`src/rtl/fetch_pc_sequencer.sv`:
```
// fetch_pc_sequencer: owns the fetch PC of the pipelined MIPS core.
// It chooses the next PC from these sources: sequential, branch, j/jal, jr,
// exception entry and eret. It also runs the req/ack handshake to instruction
// memory and presents each fetched word to IF/ID with a valid flag.
//
// Ports
//   clk, reset_n       : clock (rising edge), asynchronous active-low reset
//   stall              : hazard unit; hold IF outputs and issue no new fetch
//   redir_valid/pc_mux : ID-stage control transfer (0 +4, 1 br, 2 j, 3 jr)
//   imm32/addr26/ra32  : branch offset (words), jump field, jr target
//   exc_req/eret_req   : CP0 exception entry / return (epc = return target)
//   imem_req/imem_addr : fetch request; address is held stable until ack
//   imem_ack/imem_rdata: memory response
//   if_valid/if_instr/if_pc : IF/ID payload
module fetch_pc_sequencer #(
  parameter logic [31:0] RESET_PC = 32'h0000_3000,
  parameter logic [31:0] EXC_VEC  = 32'h0000_4180
) (
  input  logic        clk,
  input  logic        reset_n,
  input  logic        stall,
  input  logic        redir_valid,
  input  logic [1:0]  pc_mux,
  input  logic [31:0] imm32,
  input  logic [25:0] addr26,
  input  logic [31:0] ra32,
  input  logic        exc_req,
  input  logic        eret_req,
  input  logic [31:0] epc,
  output logic        imem_req,
  output logic [31:0] imem_addr,
  input  logic        imem_ack,
  input  logic [31:0] imem_rdata,
  output logic        if_valid,
  output logic [31:0] if_instr,
  output logic [31:0] if_pc
);

  localparam int unsigned XLEN = 32;

  typedef enum logic [1:0] {
    S_IDLE = 2'd0,
    S_REQ  = 2'd1,
    S_HOLD = 2'd2
  } state_e;

  // Priority of a control-flow event; the ordering is used for pending overrides.
  typedef enum logic [1:0] {
    P_NONE  = 2'd0,
    P_REDIR = 2'd1,
    P_ERET  = 2'd2,
    P_EXC   = 2'd3
  } pri_e;

  state_e            state, state_nxt;
  logic [XLEN-1:0]   pc, pc_nxt;
  pri_e              pend_pri, pend_pri_nxt;
  logic [XLEN-1:0]   pend_tgt, pend_tgt_nxt;
  logic              imem_req_nxt;
  logic              if_valid_nxt;
  logic [XLEN-1:0]   if_instr_nxt, if_pc_nxt;

  pri_e              evt_pri;
  logic [XLEN-1:0]   evt_tgt;
  logic [XLEN-1:0]   redir_base, redir_tgt;
  pri_e              mrg_pri;
  logic [XLEN-1:0]   mrg_tgt;

  assign imem_addr = pc;

  // Redirect targets are computed relative to the instruction currently in ID.
  always_comb begin : redir_calc
    redir_base = if_pc + XLEN'(4);
    redir_tgt  = redir_base;
    unique case (pc_mux)
      2'd0: redir_tgt = redir_base;
      2'd1: redir_tgt = redir_base + (imm32 << 2);
      2'd2: redir_tgt = {redir_base[31:28], addr26, 2'b00};
      2'd3: redir_tgt = ra32;
      default: redir_tgt = redir_base;
    endcase
  end

  // Highest-priority event arriving this cycle.
  always_comb begin : evt_sel
    evt_pri = P_NONE;
    evt_tgt = redir_tgt;
    if (exc_req) begin
      evt_pri = P_EXC;
      evt_tgt = EXC_VEC;
    end else if (eret_req) begin
      evt_pri = P_ERET;
      evt_tgt = epc;
    end else if (redir_valid) begin
      evt_pri = P_REDIR;
      evt_tgt = redir_tgt;
    end
  end

  // A new event replaces a pending one at equal or higher priority.
  always_comb begin : pend_merge
    mrg_pri = pend_pri;
    mrg_tgt = pend_tgt;
    if ((evt_pri != P_NONE) && (evt_pri >= pend_pri)) begin
      mrg_pri = evt_pri;
      mrg_tgt = evt_tgt;
    end
  end

  // Next-state and registered-output logic.
  always_comb begin : fsm_comb
    state_nxt    = state;
    pc_nxt       = pc;
    pend_pri_nxt = pend_pri;
    pend_tgt_nxt = pend_tgt;
    if_valid_nxt = if_valid;
    if_instr_nxt = if_instr;
    if_pc_nxt    = if_pc;

    unique case (state)
      S_IDLE: begin
        state_nxt = S_REQ;
        if (evt_pri != P_NONE) begin
          pc_nxt       = evt_tgt;
          if_valid_nxt = 1'b0;
        end
      end

      S_REQ: begin
        if (imem_ack) begin
          if (mrg_pri != P_NONE) begin
            // Squashed fetch: the word is dropped and the PC jumps.
            pc_nxt       = mrg_tgt;
            if_valid_nxt = 1'b0;
          end else begin
            pc_nxt       = pc + XLEN'(4);
            if_valid_nxt = 1'b1;
            if_instr_nxt = imem_rdata;
            if_pc_nxt    = pc;
          end
          pend_pri_nxt = P_NONE;
          state_nxt    = stall ? S_HOLD : S_REQ;
        end else if (evt_pri != P_NONE) begin
          // The request is in flight, so park the target until its ack returns.
          pend_pri_nxt = mrg_pri;
          pend_tgt_nxt = mrg_tgt;
          if_valid_nxt = 1'b0;
        end else if (!stall) begin
          if_valid_nxt = 1'b0;
        end
      end

      S_HOLD: begin
        if (evt_pri != P_NONE) begin
          pc_nxt       = evt_tgt;
          if_valid_nxt = 1'b0;
        end
        if (!stall) begin
          // ID consumes the held word on this edge.
          state_nxt    = S_REQ;
          if_valid_nxt = 1'b0;
        end
      end

      default: state_nxt = S_IDLE;
    endcase

    imem_req_nxt = (state_nxt == S_REQ);
  end

  always_ff @(posedge clk or negedge reset_n) begin : seq
    if (!reset_n) begin
      state    <= S_IDLE;
      pc       <= RESET_PC;
      pend_pri <= P_NONE;
      pend_tgt <= '0;
      imem_req <= 1'b0;
      if_valid <= 1'b0;
      if_instr <= '0;
      if_pc    <= '0;
    end else begin
      state    <= state_nxt;
      pc       <= pc_nxt;
      pend_pri <= pend_pri_nxt;
      pend_tgt <= pend_tgt_nxt;
      imem_req <= imem_req_nxt;
      if_valid <= if_valid_nxt;
      if_instr <= if_instr_nxt;
      if_pc    <= if_pc_nxt;
    end
  end

endmodule

```
`config.mk`:
```
export PLATFORM = sky130hd
export DESIGN_NAME = fetch_pc_sequencer
export DESIGN_NICKNAME = d
export VERILOG_FILES = /design/src/rtl/fetch_pc_sequencer.sv
export SDC_FILE = /design/constraint.sdc
export NUM_CORES = 1
export LEC_CHECK = 0
export CAP_MARGIN = 10
export CORE_UTILIZATION = 24
export DETAILED_ROUTE_END_ITERATION = 8
export GPL_TIMING_DRIVEN = 0
export PLACE_DENSITY_LB_ADDON = 0.15
export REMOVE_ABC_BUFFERS = 1
export SLEW_MARGIN = 20
export SYNTH_ARGS = -nofsm -noshare
export SYNTH_HDL_FRONTEND = slang
export SYNTH_SLANG_ARGS = --single-unit
```
`constraint.sdc`:
```
create_clock -name clk -period 3.5 [get_ports clk]
set_input_delay 1.05 -clock clk [delete_from_list [all_inputs] [get_ports clk]]
set_output_delay 1.05 -clock clk [all_outputs]
set_load 0.03 [all_outputs]
```
==> impl_metrics.py, run 1 <==
metrics = {
    "timing": {
        "tightest_slew_ns": 0.9767,
        "max_freq_mhz": 282.1,
        "finalCriticalPeriod_ns": 3.545,
        "finalMaxSlewViolations": 0,
        "relSlewSlack_pct": 34.82,
        "finalHoldViolations": 0,
        "hold_ws_ns": 0.4690,
        "min_period_over_period_pct": 101.3,
        "finalSetupViolCount": 5,
        "rsz0062_at_grt": "true",
        "fin_ws_ns": -0.04506,
        "skew_ns": 0.01006,
    },
    "floorplan": {
        "core_um2": 39820,
        "initial_core_util_pct": 24.42,
        "die-area_um2": 41320,
        "die_h_um": 203.3,
        "pin_count": 261,
        "rows": 73,
        "fp.dieW_um": 203.3,
    },
    "route": {
        "drt_iter0_markers": 652,
        "wirelength_mm": 43.54,
        "dr.pass1.iters": 6,
        "wl_per_cell_um": 22.23,
        "ant_nets": 0,
        "vias": 10070,
        "drt-vias-per-instance": 5.140,
        "drc_errors": 0,
    },
    "flow_run": {
        "max_cap_violations": 0,
    },
    "global_route": {
        "grt_use_total_pct": 20.66,
        "antenna_found_initial": 2,
        "grt_pass1_vias": 9969,
        "grt_pass1_wl_mm": 63.76,
        "grt_max_degree": 78,
        "grt-ovfl-total": 0,
    },
    "placed_design": {
        "gp_congestion": 0.8837,
        "io_buffers": 258,
        "hpwlAfterDp_mm": 30.66,
    },
    "power_and_ir_drop": {
        "power_w": 0.01340,
        "leakagePower_nw": 6.281,
        "comb_power_share_pct": 62.4,
        "power.switching_w": 0.006180,
        "intPower_w": 0.007223,
        "vdd_ir_drop_max_uv": 410.7,
        "swShare_pct": 46.11,
        "p_clk_share_pct": 14.6,
        "power.density_nw_per_um2": 865.3,
        "sequentialPowerShare_pct": 23.0,
    },
    "cts": {
        "numClockSinks": 134,
        "clk_pin_slew_ns": 0.06,
        "cts_made_buffers": 17,
        "insertion_delay_ns": 0.43,
        "cts_tree": "done",
        "root_buffer": "clkbuf_16",
        "cts_htree_levels": 4,
        "clockBufferDepth": 2,
    },
    "synth": {
        "synthAdderAreaFrac_pct": 5.739,
        "async_flop_share_pct": 100.0,
        "synth_seq_cells": 134,
        "ys_top_cells_by_area": "dfrtp_1 34%, mux2_2 7.6%, nand2_1 5.6%",
        "ys.flop_type": "dfrtp_1",
        "syn_area_per_cell_um2": 8.847,
        "synth.largest_area_cell": "dfrtp_1",
        "yosysMostFrequentCell": "nand2_1",
        "synthTopCellsByCount": "146 x nand2_1, 132 x dfrtp_1, 93 x a21oi_1",
        "synth_cell_type_count": 75,
        "synth_top_family_by_area": "compound AO/OA/AOI/OAI gates",
        "synth_mux_area_share_pct": 11.81,
        "synth_edf_count": 0,
        "ys_seq_area_share_pct": 34.51,
        "synthSimpleGateAreaFrac_pct": 17.67,
        "synth_top_area_share_pct": 33.97,
        "synth_area_um2": 9723,
        "postSynthCellCount": 1099,
        "yosys.area_share.xor_xnor_pct": 6.035,
        "synth_compound_area_share_pct": 20.29,
        "ys_warn_count": 0,
    },
    "setup_path": {
        "slowest_stage": "dfrtp_2",
        "cp_slowest_stage_delay_ns": 0.39,
        "crit_top_cell": "nor4_4",
        "cp-end-kind": "register",
        "cp-start-kind": "register",
        "path_max_fanout": 4,
        "arrival_ns": 3.90,
        "path_cells": "nand3_4 > nor4_4 > buf_6 > nand2_4 > xnor2_4 > ha_4 > nand4_1 > buf_4 > nor4_4 > o21ai_4 > a31oi_4 > nor4_4 > nor4_4 > nor4b_4 > or3_1 > a31oi_1",
        "crit_required_ns": 3.85,
        "path_class": "reg2reg",
    },
    "final_layout": {
        "drive_above_1_share_pct": 28.38,
        "diodes": 0,
        "area_growth_syn_to_layout_pct": 59.30,
        "num-fill-cells": 4085,
        "nets": 1628,
    },
    "status": {
        "violations": "setup timing",
        "status": "complete, but fails checks",
    },
    "hold_path": {
        "hold_class": "reg2reg",
    },
}
==> power groups by stage <==
| stage | combinational [W] | clock, W | sequential [W] |
|---|---|---|---|
| floorplan | 0.00320 | 0 | 0.00384 |
| global placement | 0.00667 | 0 | 0.00310 |
| detailed placement | 0.00681 | 0 | 0.00311 |
| CTS | 0.00772 | 0.00199 | 0.00307 |
| global route | 0.00895 | 0.00205 | 0.00318 |
| finish | 0.00837 | 0.00195 | 0.00308 |
==> logic make-up (layout without fill, tap and decap cells) <==
kind of cell	count (synthesis)	count (layout)
buf+inv	84	417
compound gates	308	308
xor+xnor	67	67
mux	91	91
simple gates	371	373
flops	134	134
fa+ha+maj	44	44
==> layer usage <==
metal	GRT usage (%)	up-vias	wire [um]
met5	0	-	23
met3	5.257	39	2926
met1	27.39	4981	19480
met4	4.216	4	508
met2	33.79	358	20600
li1	-	4687	-
==> through the flow <==
step	area (um^2)	setup WS, ns	TNS, ns	util (%)	std cells
3_3_place_gp	12700	-5.351	-1194.32	31.88	1829
2_1_floorplan	9457	-1.351	-93.37	-	1046
4_1_cts	14690	-0.1595	-0.3902	36.89	1923
5_1_grt	15490	-0.2154	-1.647	38.89	1959
6_report	15490	-0.04506	-0.1500	38.89	1959
3_5_place_dp	12930	-3.050	-308.22	32.46	1837
==> critical path, delay by kind of cell, from the launching register on <==
family,cells,cell delay (ns)
and+or+nand+nor,9,1.67
AOI/OAI and AO/OA,3,0.58
DFF,1,0.39
buffers and inverters,2,0.36
adders and majority gates,1,0.29
xor gates and xnor gates,1,0.16
==> cell type report <==
| cell class | instances | area, um^2 | share of cell area (%) |
|---|---|---|---|
| clock buffers | 22 | 464.2 | 2.997 |
| clock inverters | 10 | 152.6 | 0.9855 |
| inverters | 31 | 128.9 | 0.8321 |
| multi-input cells | 883 | 7278 | 46.99 |
| flip-flops and latches | 134 | 3378 | 21.81 |
| well taps | 525 | 656.9 | 4.241 |
| repair buffers | 354 | 3430 | 22.14 |
==> state kept, by name (all words and copies together), names as in the netlist <==
register and count:
imem_req 1, state 2, if_valid 1, imem_addr 32, pend_pri 2, if_instr 32
pend_tgt 32, if_pc 32
==> final timing paths <==
path | start | endpoint | slack (ns) | cells after the start
min in group asynchronous | reset_n | if_pc[31]$_DFFE_PN0P_ | 0.55 | 1
max reg2reg | if_pc[8]$_DFFE_PN0P_ | pend_tgt[28]$_DFFE_PN0P_ | -0.05 | 16
min reg2reg | pend_tgt[20]$_DFFE_PN0P_ | pend_tgt[20]$_DFFE_PN0P_ | 0.47 | 2
max in group asynchronous | reset_n | if_pc[4]$_DFFE_PN0P_ | 2.13 | 2
max | if_pc[8]$_DFFE_PN0P_ | pend_tgt[28]$_DFFE_PN0P_ | -0.05 | 16
min | pend_tgt[20]$_DFFE_PN0P_ | pend_tgt[20]$_DFFE_PN0P_ | 0.47 | 2
==> placed cells by master, fill, tap and decap left out, drive strengths merged, types with 14 or more instances in the layout <==
cell type	instances
mux2	67
nand3	37
nor2	92
and3	14
xor2	22
ha	43
a21oi	94
nor3	14
clkbuf	22
inv	29
nand2	150
a21o	19
xnor2	45
nand4	20
o21ai	73
clkdlybuf4s50	250
dfrtp	132
a31oi	17
buf	101
==> repair_timing <==
item,4_1_cts,5_1_grt
gates resized for setup,178,95
pin swaps,52,67
setup buffers,54,36
setup endpoints to repair,131,105
hold buffers,0,0
cloned,1,1
(Power assumes the default switching activity.)
==> run 2, diff against run 1 <==
--- a/config.mk
+++ b/config.mk
@@ -7,6 +7,7 @@
 export LEC_CHECK = 0
 export CAP_MARGIN = 10
 export CORE_UTILIZATION = 24
+export CTS_CLUSTER_SIZE = 25
 export DETAILED_ROUTE_END_ITERATION = 8
 export GPL_TIMING_DRIVEN = 0
 export PLACE_DENSITY_LB_ADDON = 0.15
==> results of run 2 <==
The final DEF is identical to that of run 1; final timing and power are the same.
